File: src/rtl/wb_pkg.sv
// Shared definitions for the writeback arbiter slice.
// Contents:
//   REG_IDX_W / DATA_W / NUM_REGS - register file geometry
//   wb_entry_t                    - one queued mult/div result {rd, data}
package wb_pkg;

    localparam int REG_IDX_W = 5;
    localparam int DATA_W    = 32;
    localparam int NUM_REGS  = 32;

    typedef struct packed {
        logic [REG_IDX_W-1:0] rd;
        logic [DATA_W-1:0]    data;
    } wb_entry_t;

endpackage

File: src/rtl/decoder5to32.sv
// 5-to-32 one-hot decoder, shared with the hazard logic.
// Ports:
//   i_idx    - register index
//   o_onehot - bit i_idx set, all others clear
module decoder5to32 (
    input  logic [4:0]  i_idx,
    output logic [31:0] o_onehot
);

    assign o_onehot = 32'd1 << i_idx;

endmodule

File: src/rtl/wb_fifo.sv
// Synchronous FIFO holding mult/div results until they win the write port.
// Ports:
//   clock, ctrl_reset_n - clock, async active-low reset
//   i_push, i_din       - enqueue i_din (caller guarantees not full)
//   i_pop               - dequeue head (caller guarantees not empty)
//   o_head              - oldest entry
//   o_count             - number of stored entries
//   o_entryRd/o_valid   - per-slot destination and occupancy, for the busy mask
module wb_fifo
    import wb_pkg::*;
#(
    parameter int DEPTH = 4
) (
    input  logic                                clock,
    input  logic                                ctrl_reset_n,
    input  logic                                i_push,
    input  logic                                i_pop,
    input  wb_entry_t                           i_din,
    output wb_entry_t                           o_head,
    output logic [$clog2(DEPTH):0]              o_count,
    output logic [DEPTH-1:0][REG_IDX_W-1:0]     o_entryRd,
    output logic [DEPTH-1:0]                    o_valid
);

    localparam int PTR_W = $clog2(DEPTH);
    localparam int CNT_W = PTR_W + 1;

    wb_entry_t [DEPTH-1:0]  r_mem;
    logic [DEPTH-1:0]       r_valid;
    logic [PTR_W-1:0]       r_wrPtr;
    logic [PTR_W-1:0]       r_rdPtr;
    logic [CNT_W-1:0]       r_count;

    // Pointers wrap naturally because DEPTH is a power of two. A slot's
    // valid bit tracks occupancy so the mask never needs pointer arithmetic.
    always_ff @(posedge clock or negedge ctrl_reset_n) begin
        if (!ctrl_reset_n) begin
            r_mem   <= '0;
            r_valid <= '0;
            r_wrPtr <= '0;
            r_rdPtr <= '0;
            r_count <= '0;
        end else begin
            if (i_push) begin
                r_mem[r_wrPtr]   <= i_din;
                r_valid[r_wrPtr] <= 1'b1;
                r_wrPtr          <= r_wrPtr + PTR_W'(1);
            end
            if (i_pop) begin
                r_valid[r_rdPtr] <= 1'b0;
                r_rdPtr          <= r_rdPtr + PTR_W'(1);
            end
            case ({i_push, i_pop})
                2'b10:   r_count <= r_count + CNT_W'(1);
                2'b01:   r_count <= r_count - CNT_W'(1);
                default: r_count <= r_count;
            endcase
        end
    end

    always_comb begin
        for (int i = 0; i < DEPTH; i++) begin
            o_entryRd[i] = r_mem[i].rd;
        end
    end

    assign o_head  = r_mem[r_rdPtr];
    assign o_count = r_count;
    assign o_valid = r_valid;

endmodule

File: src/rtl/wb_arbiter.sv
// Writeback arbiter in front of the register file write port. Merges the
// in-order pipeline writeback (no backpressure) with buffered mult/div
// results, and stalls the pipeline when the buffered head starves.
// Ports:
//   clock, ctrl_reset_n                  - clock, async active-low reset
//   pipe_valid/pipe_rd/pipe_data         - pipeline writeback request
//   pipe_stall                           - pipeline must hold its MW latch
//   md_valid/md_ready/md_rd/md_data      - mult/div result handshake
//   busy_mask                            - destinations queued in the FIFO
//   fifo_count                           - FIFO occupancy
//   ctrl_writeEnable/ctrl_writeReg/
//   data_writeReg                        - registered register file write
module wb_arbiter
    import wb_pkg::*;
#(
    parameter int DEPTH        = 4,
    parameter int STARVE_LIMIT = 3
) (
    input  logic                        clock,
    input  logic                        ctrl_reset_n,
    input  logic                        pipe_valid,
    input  logic [REG_IDX_W-1:0]        pipe_rd,
    input  logic [DATA_W-1:0]           pipe_data,
    input  logic                        md_valid,
    output logic                        md_ready,
    input  logic [REG_IDX_W-1:0]        md_rd,
    input  logic [DATA_W-1:0]           md_data,
    output logic                        pipe_stall,
    output logic [NUM_REGS-1:0]         busy_mask,
    output logic [$clog2(DEPTH):0]      fifo_count,
    output logic                        ctrl_writeEnable,
    output logic [REG_IDX_W-1:0]        ctrl_writeReg,
    output logic [DATA_W-1:0]           data_writeReg
);

    localparam int CNT_W = $clog2(DEPTH) + 1;
    localparam int AGE_W = $clog2(STARVE_LIMIT + 1);
    localparam logic [CNT_W-1:0] FULL_CNT = CNT_W'(DEPTH);
    localparam logic [AGE_W-1:0] AGE_MAX  = AGE_W'(STARVE_LIMIT);

    logic [AGE_W-1:0]               r_age;
    logic                           r_we;
    logic [REG_IDX_W-1:0]           r_wrReg;
    logic [DATA_W-1:0]              r_wrData;

    wb_entry_t                      w_head;
    wb_entry_t                      w_din;
    logic [CNT_W-1:0]               w_count;
    logic [DEPTH-1:0][REG_IDX_W-1:0] w_entryRd;
    logic [DEPTH-1:0]               w_entryValid;
    logic                           w_fifoEmpty;
    logic                           w_push;
    logic                           w_pop;
    logic                           w_pipeIssue;
    logic [NUM_REGS-1:0]            w_onehot [DEPTH];
    logic [NUM_REGS-1:0]            w_maskOr;

    assign w_fifoEmpty = (w_count == '0);

    // Both handshake-side outputs are forced low while reset is held.
    assign md_ready   = ctrl_reset_n && (w_count != FULL_CNT);
    assign pipe_stall = ctrl_reset_n && (r_age == AGE_MAX);

    // Results targeting r0 are acknowledged but never stored.
    assign w_push = md_valid && md_ready && (md_rd != '0);
    assign w_din  = '{rd: md_rd, data: md_data};

    // Priority: starving head, then pipeline, then FIFO head in a free slot.
    // A stall implies a non-empty FIFO since age only grows while occupied.
    assign w_pipeIssue = !pipe_stall && pipe_valid && (pipe_rd != '0);
    assign w_pop       = !w_fifoEmpty && (pipe_stall || !w_pipeIssue);

    wb_fifo #(.DEPTH(DEPTH)) u_fifo (
        .clock        (clock),
        .ctrl_reset_n (ctrl_reset_n),
        .i_push       (w_push),
        .i_pop        (w_pop),
        .i_din        (w_din),
        .o_head       (w_head),
        .o_count      (w_count),
        .o_entryRd    (w_entryRd),
        .o_valid      (w_entryValid)
    );

    genvar g;
    generate
        for (g = 0; g < DEPTH; g++) begin : g_dec
            decoder5to32 u_dec (
                .i_idx    (w_entryRd[g]),
                .o_onehot (w_onehot[g])
            );
        end
    endgenerate

    always_comb begin
        w_maskOr = '0;
        for (int i = 0; i < DEPTH; i++) begin
            if (w_entryValid[i]) begin
                w_maskOr = w_maskOr | w_onehot[i];
            end
        end
    end

    assign busy_mask  = w_maskOr & ~NUM_REGS'(1);
    assign fifo_count = w_count;

    // Age counts consecutive lost cycles of the current head; write port
    // holds its last index/data when idle, only the enable drops.
    always_ff @(posedge clock or negedge ctrl_reset_n) begin
        if (!ctrl_reset_n) begin
            r_age    <= '0;
            r_we     <= 1'b0;
            r_wrReg  <= '0;
            r_wrData <= '0;
        end else begin
            if (w_fifoEmpty || w_pop) begin
                r_age <= '0;
            end else if (r_age != AGE_MAX) begin
                r_age <= r_age + AGE_W'(1);
            end
            r_we <= w_pipeIssue || w_pop;
            if (w_pipeIssue) begin
                r_wrReg  <= pipe_rd;
                r_wrData <= pipe_data;
            end else if (w_pop) begin
                r_wrReg  <= w_head.rd;
                r_wrData <= w_head.data;
            end
        end
    end

    assign ctrl_writeEnable = r_we;
    assign ctrl_writeReg    = r_wrReg;
    assign data_writeReg    = r_wrData;

endmodule
File: config.mk
export PLATFORM = sky130hd
export DESIGN_NAME = wb_arbiter
export DESIGN_NICKNAME = d
export VERILOG_FILES = /design/src/rtl/wb_pkg.sv /design/src/rtl/decoder5to32.sv /design/src/rtl/wb_fifo.sv /design/src/rtl/wb_arbiter.sv
export SDC_FILE = /design/constraint.sdc
export NUM_CORES = 1
export LEC_CHECK = 0
export ABC_AREA = 1
export CAP_MARGIN = 20
export CORE_ASPECT_RATIO = 1.4
export CORE_UTILIZATION = 40
export CTS_BUF_LIST = sky130_fd_sc_hd__clkbuf_8
export DETAILED_ROUTE_END_ITERATION = 8
export SYNTH_ARGS = -nofsm -noshare
export SYNTH_HDL_FRONTEND = slang
export SYNTH_SLANG_ARGS = --single-unit
File: constraint.sdc
create_clock -name clock -period 4.14 [get_ports clock]
set_clock_uncertainty 0.1 [all_clocks]
set_input_delay 0.414 -clock clock [delete_from_list [all_inputs] [get_ports clock]]
set_output_delay 0.414 -clock clock [all_outputs]
set_load 0.01 [all_outputs]
; ---- Word-level counts from Yosys, hierarchy flattened
; Cells that the tools add are included.
[word_totals]
wordCells = 83
reg_bits = 199
output_inout_bits = 75
[classes]
n_eq_ne = 5
n_bitwise = 6
n_addsub = 5
magnitude_cmp = 4
n_mux = 22
shifts = 4
n_reduce_logical = 21
[op_table]
columns = cell, n
row1 = two-way mux 32 bit, 6
row2 = bitwise mux 148 bit, 1
row3 = "<< shifter 1 x 5 -> 32 bit, first input constant", 4
row4 = OR 32 bit, 3
row5 = binary-select mux 37 bit (select 2 bit), 1
row6 = demux 37 bit (select 2 bit), 1
row7 = two-way mux 37 bit, 2
row8 = two-way mux 5 bit, 2
row9 = nonzero test 5 bit, 2
row10 = logical AND 1 bit, 9
row11 = two-way mux 4 bit, 2
row12 = "adder 2 x 1 -> 2 bit, second input constant", 3
row13 = "< comparator 2 x 3 -> 1 bit, second input constant", 2
row14 = case mux 3 bit (2 select lines), 1
row15 = nonzero test 2 bit, 3
row16 = AND 4 bit, 1
row17 = demux 1 bit (select 2 bit), 2
row18 = "== test 2 bit, second input constant", 2
row19 = "greater-or-equal comparator 2 x 1 -> 1 bit, second input constant", 2
row20 = two-way mux 2 bit, 2
row21 = inverter 4 bit, 1
row22 = OR 4 bit, 1
row23 = "adder 3 x 1 -> 3 bit, second input constant", 1
row24 = zero test 1 bit, 3
row25 = other kinds (7), 10

; ---- Logic depth before layout (Yosys ltp)
[depth]
ltp_word = 10
ltp_mapped = 14

; ---- Modules after synthesis
; A second synthesis with hierarchy kept.
[hier_totals]
cells_unflattened = 1591
hier_area_um2 = 12187.9
[by_module_without_submodules]
columns = module, cells_each, seq_area_each_um2, n_inst, area_each_um2
row1 = wb_fifo, 922, 3978.8, 1, 7833.8
row2 = wb_arbiter, 417, 1001.0, 1, 2862.7
row3 = decoder5to32, 63, 0.0, 4, 372.9

; ---- Worst setup path before layout
; No wires, ideal clock.
[synth_path]
path_kind = register to register
start = reg r_age[0]
end = reg u_fifo.r_count[2], in the netlist u_fifo.o_count[2]
stages_incl_launch_ff = 15
path_buffers = 1
setup_ps = 131
period_less_slack_ps = 2363
slack_ps = 1777
arrival_time_ps = 2132
required_time_ps = 3909
path_cell_list = dfrtp_1 > ha_1 > nand2_1 > inv_2 > nor2_4 > nand2_2 > nand2_2 > inv_2 > buf_2 > ha_1 > inv_1 > fa_1 > a21oi_1 > o21ai_0 > xor2_1
[synth_via]
elab_chain_cells = 10
word_cells_on_any_way = 12
cone_classes = 3 x eq/ne / 1 x mux / 8 x reduce/logical
[synth_lines]
columns = item, line
row1 = from (decl), wb_arbiter.sv:41  ; logic [AGE_W-1:0] r_age;
row2 = from (signal assigned), wb_arbiter.sv:119  ; r_age <= r_age + AGE_W'(1);
row3 = == test 2 bit *, wb_arbiter.sv:62  ; assign pipe_stall = ctrl_reset_n && (r_age == AGE_MAX);
row4 = logical AND 1 bit *, wb_arbiter.sv:62
row5 = net pipe_stall, wb_arbiter.sv:28  ; output logic pipe_stall,
row6 = zero test 1 bit, wb_arbiter.sv:70  ; assign w_pipeIssue = !pipe_stall && pipe_valid && (pipe_rd != '0);
row7 = logical AND 1 bit (2 in a row), wb_arbiter.sv:70
row8 = zero test 1 bit, wb_arbiter.sv:71  ; assign w_pop = !w_fifoEmpty && (pipe_stall || !w_pipeIssue);
row9 = logical OR 1 bit *, wb_arbiter.sv:71
row10 = logical AND 1 bit *, wb_arbiter.sv:71
row11 = == test 2 x 1 -> 1 bit / == test 2 bit (equally long branches), wb_fifo.sv:53  ; case ({i_push, i_pop})
row12 = case mux 3 bit (2 select lines) / nonzero test 2 bit (equally long branches), --
row13 = to (signal assigned), wb_fifo.sv:54  ; 2'b10: r_count <= r_count + CNT_W'(1);
row14 = to (signal assigned), wb_fifo.sv:55  ; 2'b01: r_count <= r_count - CNT_W'(1);
row15 = to (signal assigned), wb_fifo.sv:56  ; default: r_count <= r_count;
row16 = to (decl), wb_fifo.sv:32  ; logic [CNT_W-1:0] r_count;
; The timed path passes the listed nets; every way through them passes the cells marked *.
; A chain may end at the register's enable or synchronous reset.

; ---- Worst setup path after layout
[layout_path]
start = reg u_fifo.r_valid[3], in the netlist u_fifo.o_valid[3]
end = out busy_mask[3]
[layout_via]
elab_chain_cells = 1
[layout_lines]
columns = item, line
row1 = from (decl), wb_fifo.sv:29  ; logic [DEPTH-1:0] r_valid;
row2 = from (signal assigned), wb_fifo.sv:39  ; r_valid <= '0;
row3 = "from (signal, indexed assignment)", wb_fifo.sv:46  ; r_valid[r_wrPtr] <= 1'b1;
row4 = "from (signal, indexed assignment)", wb_fifo.sv:50  ; r_valid[r_rdPtr] <= 1'b0;
row5 = two-way mux 32 bit, wb_arbiter.sv:98  ; if (w_entryValid[i]) begin
row6 = to (decl), wb_arbiter.sv:29  ; output logic [NUM_REGS-1:0] busy_mask,
; Every way passes these cells.

==> impl_metrics.py <==
metrics = {
    "worst_setup_path": {
        "crit_chain": "inv_1 -> nor2_1 -> inv_1 -> nor2_2 -> inv_1 -> o211ai_1 -> clkdlybuf4s50_1",
        "crit_path_end_kind": "output port",
        "cp_data_required_time_ns": 3.63,
        "crit_fanout": 6,
        "arrival_ns": 2.66,
        "slowest_stage": "clkdlybuf4s50_1",
        "cp_common_cell": "inv_1",
        "cpPeakStageDelay_ns": 0.58,
        "critical_path.startpoint_type": "register",
        "crit_family": "buffers and inverters",
        "crit_type": "reg -> out",
        "path_buf_inv": 4,
    },
    "clock_network": {
        "clkTransAtPathRegs_ns": 0.10,
        "cts_resized": 0,
        "clockBufferDepth": 2,
        "postCtsHoldBufs": 1,
        "clk_latency_ns": 0.48,
        "clockRootBuffer": "clkbuf_8",
        "cts_sinks": 199,
        "h-tree-depth": 4,
        "cts_tree": "yes",
        "cts_made_buffers": 17,
        "cts_setup_buffers": 0,
    },
    "global_routing": {
        "grt_pass1_wl_mm": 54.9,
        "grt_max_degree": 152,
        "gr-total-overflow": 0,
        "antenna_found_initial": 0,
        "grt_usage": 0.258,
        "first_global_vias": 9924,
    },
    "timing": {
        "worst_pin_slew_ns": 0.892,
        "period_needed_ns": 3.17,
        "fin_tns_setup_ns": 0,
        "finalSetupViolations": 0,
        "period_share": 0.766,
        "hold_ws_ns": 0.260,
        "hold_violations": 0,
        "slew_violations": 0,
        "maxSlewHeadroom": 0.405,
        "max_clock_freq_mhz": 315,
        "rsz0062_at_grt": "false",
    },
    "place": {
        "gp_congestion": 1.03,
        "place_inst": 1877,
        "dp_hpwl_mm": 22.5,
        "dpl_cell_area_um2": 12400,
        "portBuffers": 151,
    },
    "synthesis": {
        "synth_cell_type_count": 35,
        "yosys_register_bits": 199,
        "ys_seq_area_frac": 0.463,
        "synth.area.top_cells": "dfrtp_1 (46%), nand2_1 (17%), nand3_1 (12%)",
        "postSynthAreaPerCell_um2": 7.29,
        "syn-num-nets": 1563,
        "syn_area_um2": 10800,
        "yosysWarnings": 0,
        "synth_top_area_frac": 0.463,
        "syn_inst": 1474,
        "yosysTopAreaCell": "dfrtp_1",
    },
    "flow_run": {
        "maxCapViolCount": 0,
    },
    "routing": {
        "avgViaCountPerCell": 5.39,
        "ant_nets": 0,
        "dr.pass1.iters": 5,
        "totalWireLength_mm": 34.4,
        "vias": 10300,
        "post_drt_wl_per_cell_um": 18.1,
        "drcViolationCount": 0,
        "drt_iter0_drc": 844,
    },
    "die": {
        "die_h_um": 196,
        "dieArea_um2": 27500,
        "core_area_um2": 26300,
        "rows": 70,
        "ios": 153,
        "start_util": 0.409,
        "die_x_um": 141,
    },
    "final_layout": {
        "area_growth_pct": 18.8,
        "nFillCells": 2715,
        "final_util": 0.486,
        "mostFrequentLayoutCell": "nand2_1",
        "n_antenna_cell": 0,
        "final_cell_area_um2": 12800,
        "fin_nets": 1662,
        "final_cell_mix": "nand2_1 (494), nand3_1 (263), dfrtp_1 (198)",
        "instances_no_fill": 1905,
        "drive_gt1_frac": 0.0474,
    },
    "pwr": {
        "p_leak_uw": 0.00616,
        "p_per_area_nw_per_um2": 722,
        "vdd_drop_max_uv": 360,
    },
    "outcome": {
        "status": "complete, no violations",
    },
    "hold_path": {
        "min_path_type": "in -> async",
    },
}
[state kept, by name, summed over array words and instances, names as in the netlist]
signal            flops
ctrl_writeEnable      1
u_fifo.o_valid        4
ctrl_writeReg         5
u_fifo.r_wrPtr        2
u_fifo.o_count        3
data_writeReg        32
r_age                 2
u_fifo.o_entryRd     20
u_fifo.r_rdPtr        2
u_fifo.r_mem        128
[path summary, 6_finish.rpt]
path	slack [ns]	from	to	cells after the start
worst max-delay path	0.97	u_fifo.o_valid[3]	busy_mask[3]	7
worst min-delay path	0.26	ctrl_reset_n	data_writeReg[27]	2
worst max register to register	1.53	r_age[0]	r_age[1]	10
worst min register to register	0.37	u_fifo.r_mem[112]	u_fifo.r_mem[112]	2
max in group asynchronous	1.88	ctrl_reset_n	u_fifo.r_mem[47]	4
min in group clock	0.37	u_fifo.r_mem[112]	u_fifo.r_mem[112]	2
[power by group]
group          switching, uW  internal, uW
registers                682          2880
clock network            644           597
logic                   2840          1590
total                   4170          5060
[cells in the mapped netlist]
| cell | n |
|---|---|
| mux2i_1 | 1 |
| o22a_1 | 2 |
| nand2_2 | 4 |
| a21oi_1 | 33 |
| conb_1 | 1 |
| or2_2 | 1 |
| nand3_2 | 2 |
| nand3_1 | 263 |
| a21oi_4 | 1 |
| nor2_4 | 2 |
| nor2_2 | 2 |
| clkbuf_1 | 33 |
| nor2_1 | 152 |
| nand2_1 | 494 |
| o22ai_1 | 1 |
| xor2_1 | 4 |
| nand4_1 | 24 |
| fa_1 | 1 |
| o21ai_0 | 73 |
| ha_1 | 10 |
| clkbuf_2 | 2 |
| o2111ai_1 | 1 |
| o211ai_1 | 11 |
| dfrtp_1 | 199 |
| xnor2_1 | 1 |
| inv_2 | 5 |
| and2_1 | 1 |
| o21ai_1 | 14 |
| nand3b_1 | 7 |
| buf_4 | 7 |
| buf_6 | 10 |
| buf_1 | 7 |
| inv_1 | 55 |
| nor3_1 | 11 |
| buf_2 | 39 |
[stage by stage]
step	power, uW	worst slack [ns]
after floorplan	6220	1.78
after global placement	7950	1.39
after detailed placement	8000	1.33
after CTS	9260	0.972
after global routing	9990	0.781
final	9230	0.970
[area by class of cell]
class / count / area, um^2 / area share
clock buffers: 22 / 303 / 0.0237
clock inverters: 5 / 73.8 / 0.00578
inverters: 60 / 225 / 0.0176
multi-input cells: 1117 / 5040 / 0.394
flip-flops and latches: 199 / 4980 / 0.390
well taps: 324 / 405 / 0.0317
repair buffers: 178 / 1750 / 0.137
[per-layer routing]
metal  part of all wire  wire length (um)  global-route usage
met3              0.048              1650              0.0383
met2               0.50             17000               0.437
met4              0.030              1040               0.106
met1               0.43             14700               0.331
met5                  0                 0                   0
[kinds of logic after synthesis]
family,share of synthesized area
AOI/OAI and AO/OA,0.0681
buffers and inverters,0.0694
muxes,0.000931
and+or+nand+nor,0.381
adders and majority gates,0.0135
xor gates and xnor gates,0.00407
DFF,0.463
other,0.000349
Note: power is estimated with default switching activity, not from simulation.
==> RTL edit: new RTL, same flow settings <==
`DEPTH` is set to 4 in 2 places; all go to 2.
--- a/src/rtl/wb_fifo.sv
+++ b/src/rtl/wb_fifo.sv
@@ -9,7 +9,7 @@
 module wb_fifo
     import wb_pkg::*;
 #(
-    parameter int DEPTH = 4
+    parameter int DEPTH = 2
 ) (
     input  logic                                clock,
     input  logic                                ctrl_reset_n,
--- a/src/rtl/wb_arbiter.sv
+++ b/src/rtl/wb_arbiter.sv
@@ -13,7 +13,7 @@
 module wb_arbiter
     import wb_pkg::*;
 #(
-    parameter int DEPTH        = 4,
+    parameter int DEPTH        = 2,
     parameter int STARVE_LIMIT = 3
 ) (
     input  logic                        clock,
Ports: changed (resized fifo_count); port bits go from 153 to 152. No check against the original RTL was run, so the function may have changed too.
==> RTL edit against the unedited design <==
- count of clock-buffer cells in the layout is 4 lower
- first-iteration DRC count down 60%
- cell area shrank 37%
- sequential share of layout area is 1.5 points lower
- area after synthesis down 43%
- wire length decreased by 53%
- setup slack improved by 0.24 ns
- sequential cell count down 79
- total power down 43%
- hold slack got worse by 0.17 ns
- sequential power is 40% lower
- core utilization is 4.9 points higher
==> RTL edit: results (changes against the unedited design) <==
Synthesis
  – Post-synthesis xor/xnor area fraction: 0.4279% (+0.021 points)
  – Mapped Avg Cell Area: 7.903 um2 (+8.4%)
  – Post-synthesis net count: 857 (-45%)
  – Top cells by area, synth: dfrtp_1 (49%), nand2_1 (12%), nand3_1 (9.9%), o21ai_0 (5.9%), inv_1 (5.6%)
  – Synth Area in Compound Gates: 13.73% (+6.9 points)
  – Synth cell count leaders: nand2_1 (199), nand3_1 (121), dfrtp_1 (120), inv_1 (91), o21ai_0 (72)
  – Yosys cell types: 29 (-17%)
  – Adder-Cell Fraction of Synth Area: 0.4075% (-0.94 points)
  – Seq/Total Area, Yosys: 48.90% (+2.6 points)
  – Async SR Flop Fraction: 100.0% (unchanged)
  – Portion of netlist area occupied by mux cells: 0.1630% (+0.070 points)

Worst setup path
  – Worst r2r src: r_age[0]
  – Flop-to-flop setup slack: 1.62 ns (+0.09 ns)
  – CP startpoint: u_fifo.o_entryRd[4]
  – Setup crit end: busy_mask[2]
  – Worst r2r path cells: 11 (+1)
  – CP arrival: 2.42 ns (-0.24 ns)
  – Reg2reg end: u_fifo.o_count[1]
  – Max Fanout on Critical Path: 7 (+1)

Global routing
  – Largest net degree at the start of global routing: 77 (-49%)
  – Initial antenna violation count: 0 (unchanged)
  – First-pass GRT wire length: 27,120 um (-51%)
  – Vias in the first global route: 5,696 (-43%)
  – GRT Overall Usage: 21.58% (-4.3 points)

Pwr
  – Static Leak: 3.671 nW (-40%)
  – VDD IR-drop max: 359.6 uV (-0.13%)

STA
  – Fin Hold WS: 0.09405 ns (-0.1657 ns)
  – Max_slew headroom: 35.34% (-5.2 points)
  – Period utilization: 70.87% (-5.7 points)

Place
  – GP Congestion: 0.9307 (-9.2%)
  – Placement Setup Slack: 1.420 ns (+0.09052 ns)
  – I/O Buffers: 150 (-0.66%)
  – Placed Area: 0.007664 mm2 (-38%)
  – Final HPWL DP: 11,060 um (-51%)

Detailed routing
  – DR iter-0 viols: 338 (-60%)
  – Routed WL: 16,060 um (-53%)
  – Vias per inst: 5.063 (-6.1%)

CTS
  – # Post-CTS Setup Buffers: 0 (unchanged)
  – Clk_lat worst skew: 0.42 ns (-0.06 ns)
  – Worst-path clk slew: 0.07 ns (-0.03 ns)
  – CTS root buf: clkbuf_8

Cells and area
  – Number of flip-flops in the largest register: 64 (-50%)
  – Final Non-Filler Cells: 1,106 (-42%)
  – # nets final: 983 (-41%)
  – Share of cells above drive strength 1: 8.643% (+3.9 points)

Outcome
  – Status: finished, final reports clean
==> RTL edit: cell count changes in the layout (fill, tap and decap cells not counted), sizes merged, moves of 32 or more <==
| cell | delta |
|---|---|
| nand2 | -297 |
| inv | +32 |
| nand3 | -142 |
| dfrtp | -79 |
| o21ai | +48 |
| a21oi | -33 |
| nor2 | -136 |
==> RTL edit: report_power, final <==
| group | switching, W | internal, W | leakage [nW] |
|---|---|---|---|
| clock | 0.000469 | 0.000480 | 0.172 |
| sequential | 0.000435 | 0.00170 | 1.49 |
| combinational | 0.00119 | 0.000940 | 2.01 |
| total | 0.00209 | 0.00312 | 3.67 |
==> RTL edit: logic make-up after synthesis <==
| kind of cell | Yosys count |
|---|---|
| simple gates | 361 |
| fa+ha+maj | 2 |
| compound gates | 144 |
| mux | 1 |
| flops | 120 |
| other cells | 1 |
| buf+inv | 145 |
| xor+xnor | 3 |
==> RTL edit: layout make-up <==
| cell class | count | area, um2 |
|---|---|---|
| clock buffer | 18 | 247.7 |
| multi-input combinational | 512 | 2499 |
| fill | 1490 | 6969 |
| clock inverter | 12 | 106.4 |
| sequential | 120 | 3004 |
| inverter | 95 | 356.6 |
| tap | 192 | 240.2 |
| timing repair buffer | 157 | 1564 |
==> RTL edit: routing by layer <==
| layer | up-vias | routed length (um) | GRT usage, % |
|---|---|---|---|
| li1 | 2763 | - | - |
| met1 | 2629 | 6492 | 24.43 |
| met2 | 183 | 8400 | 39.00 |
| met3 | 25 | 788 | 4.470 |
| met4 | 0 | 381 | 9.041 |
| met5 | - | 0 | 0 |
==> RTL edit: critical path: stages (launching register included) <==
cell and delay, ns:
dfrtp_1 0.43, nor3_1 0.69, nand4_1 0.16, o21ai_0 0.14
clkdlybuf4s50_1 0.57
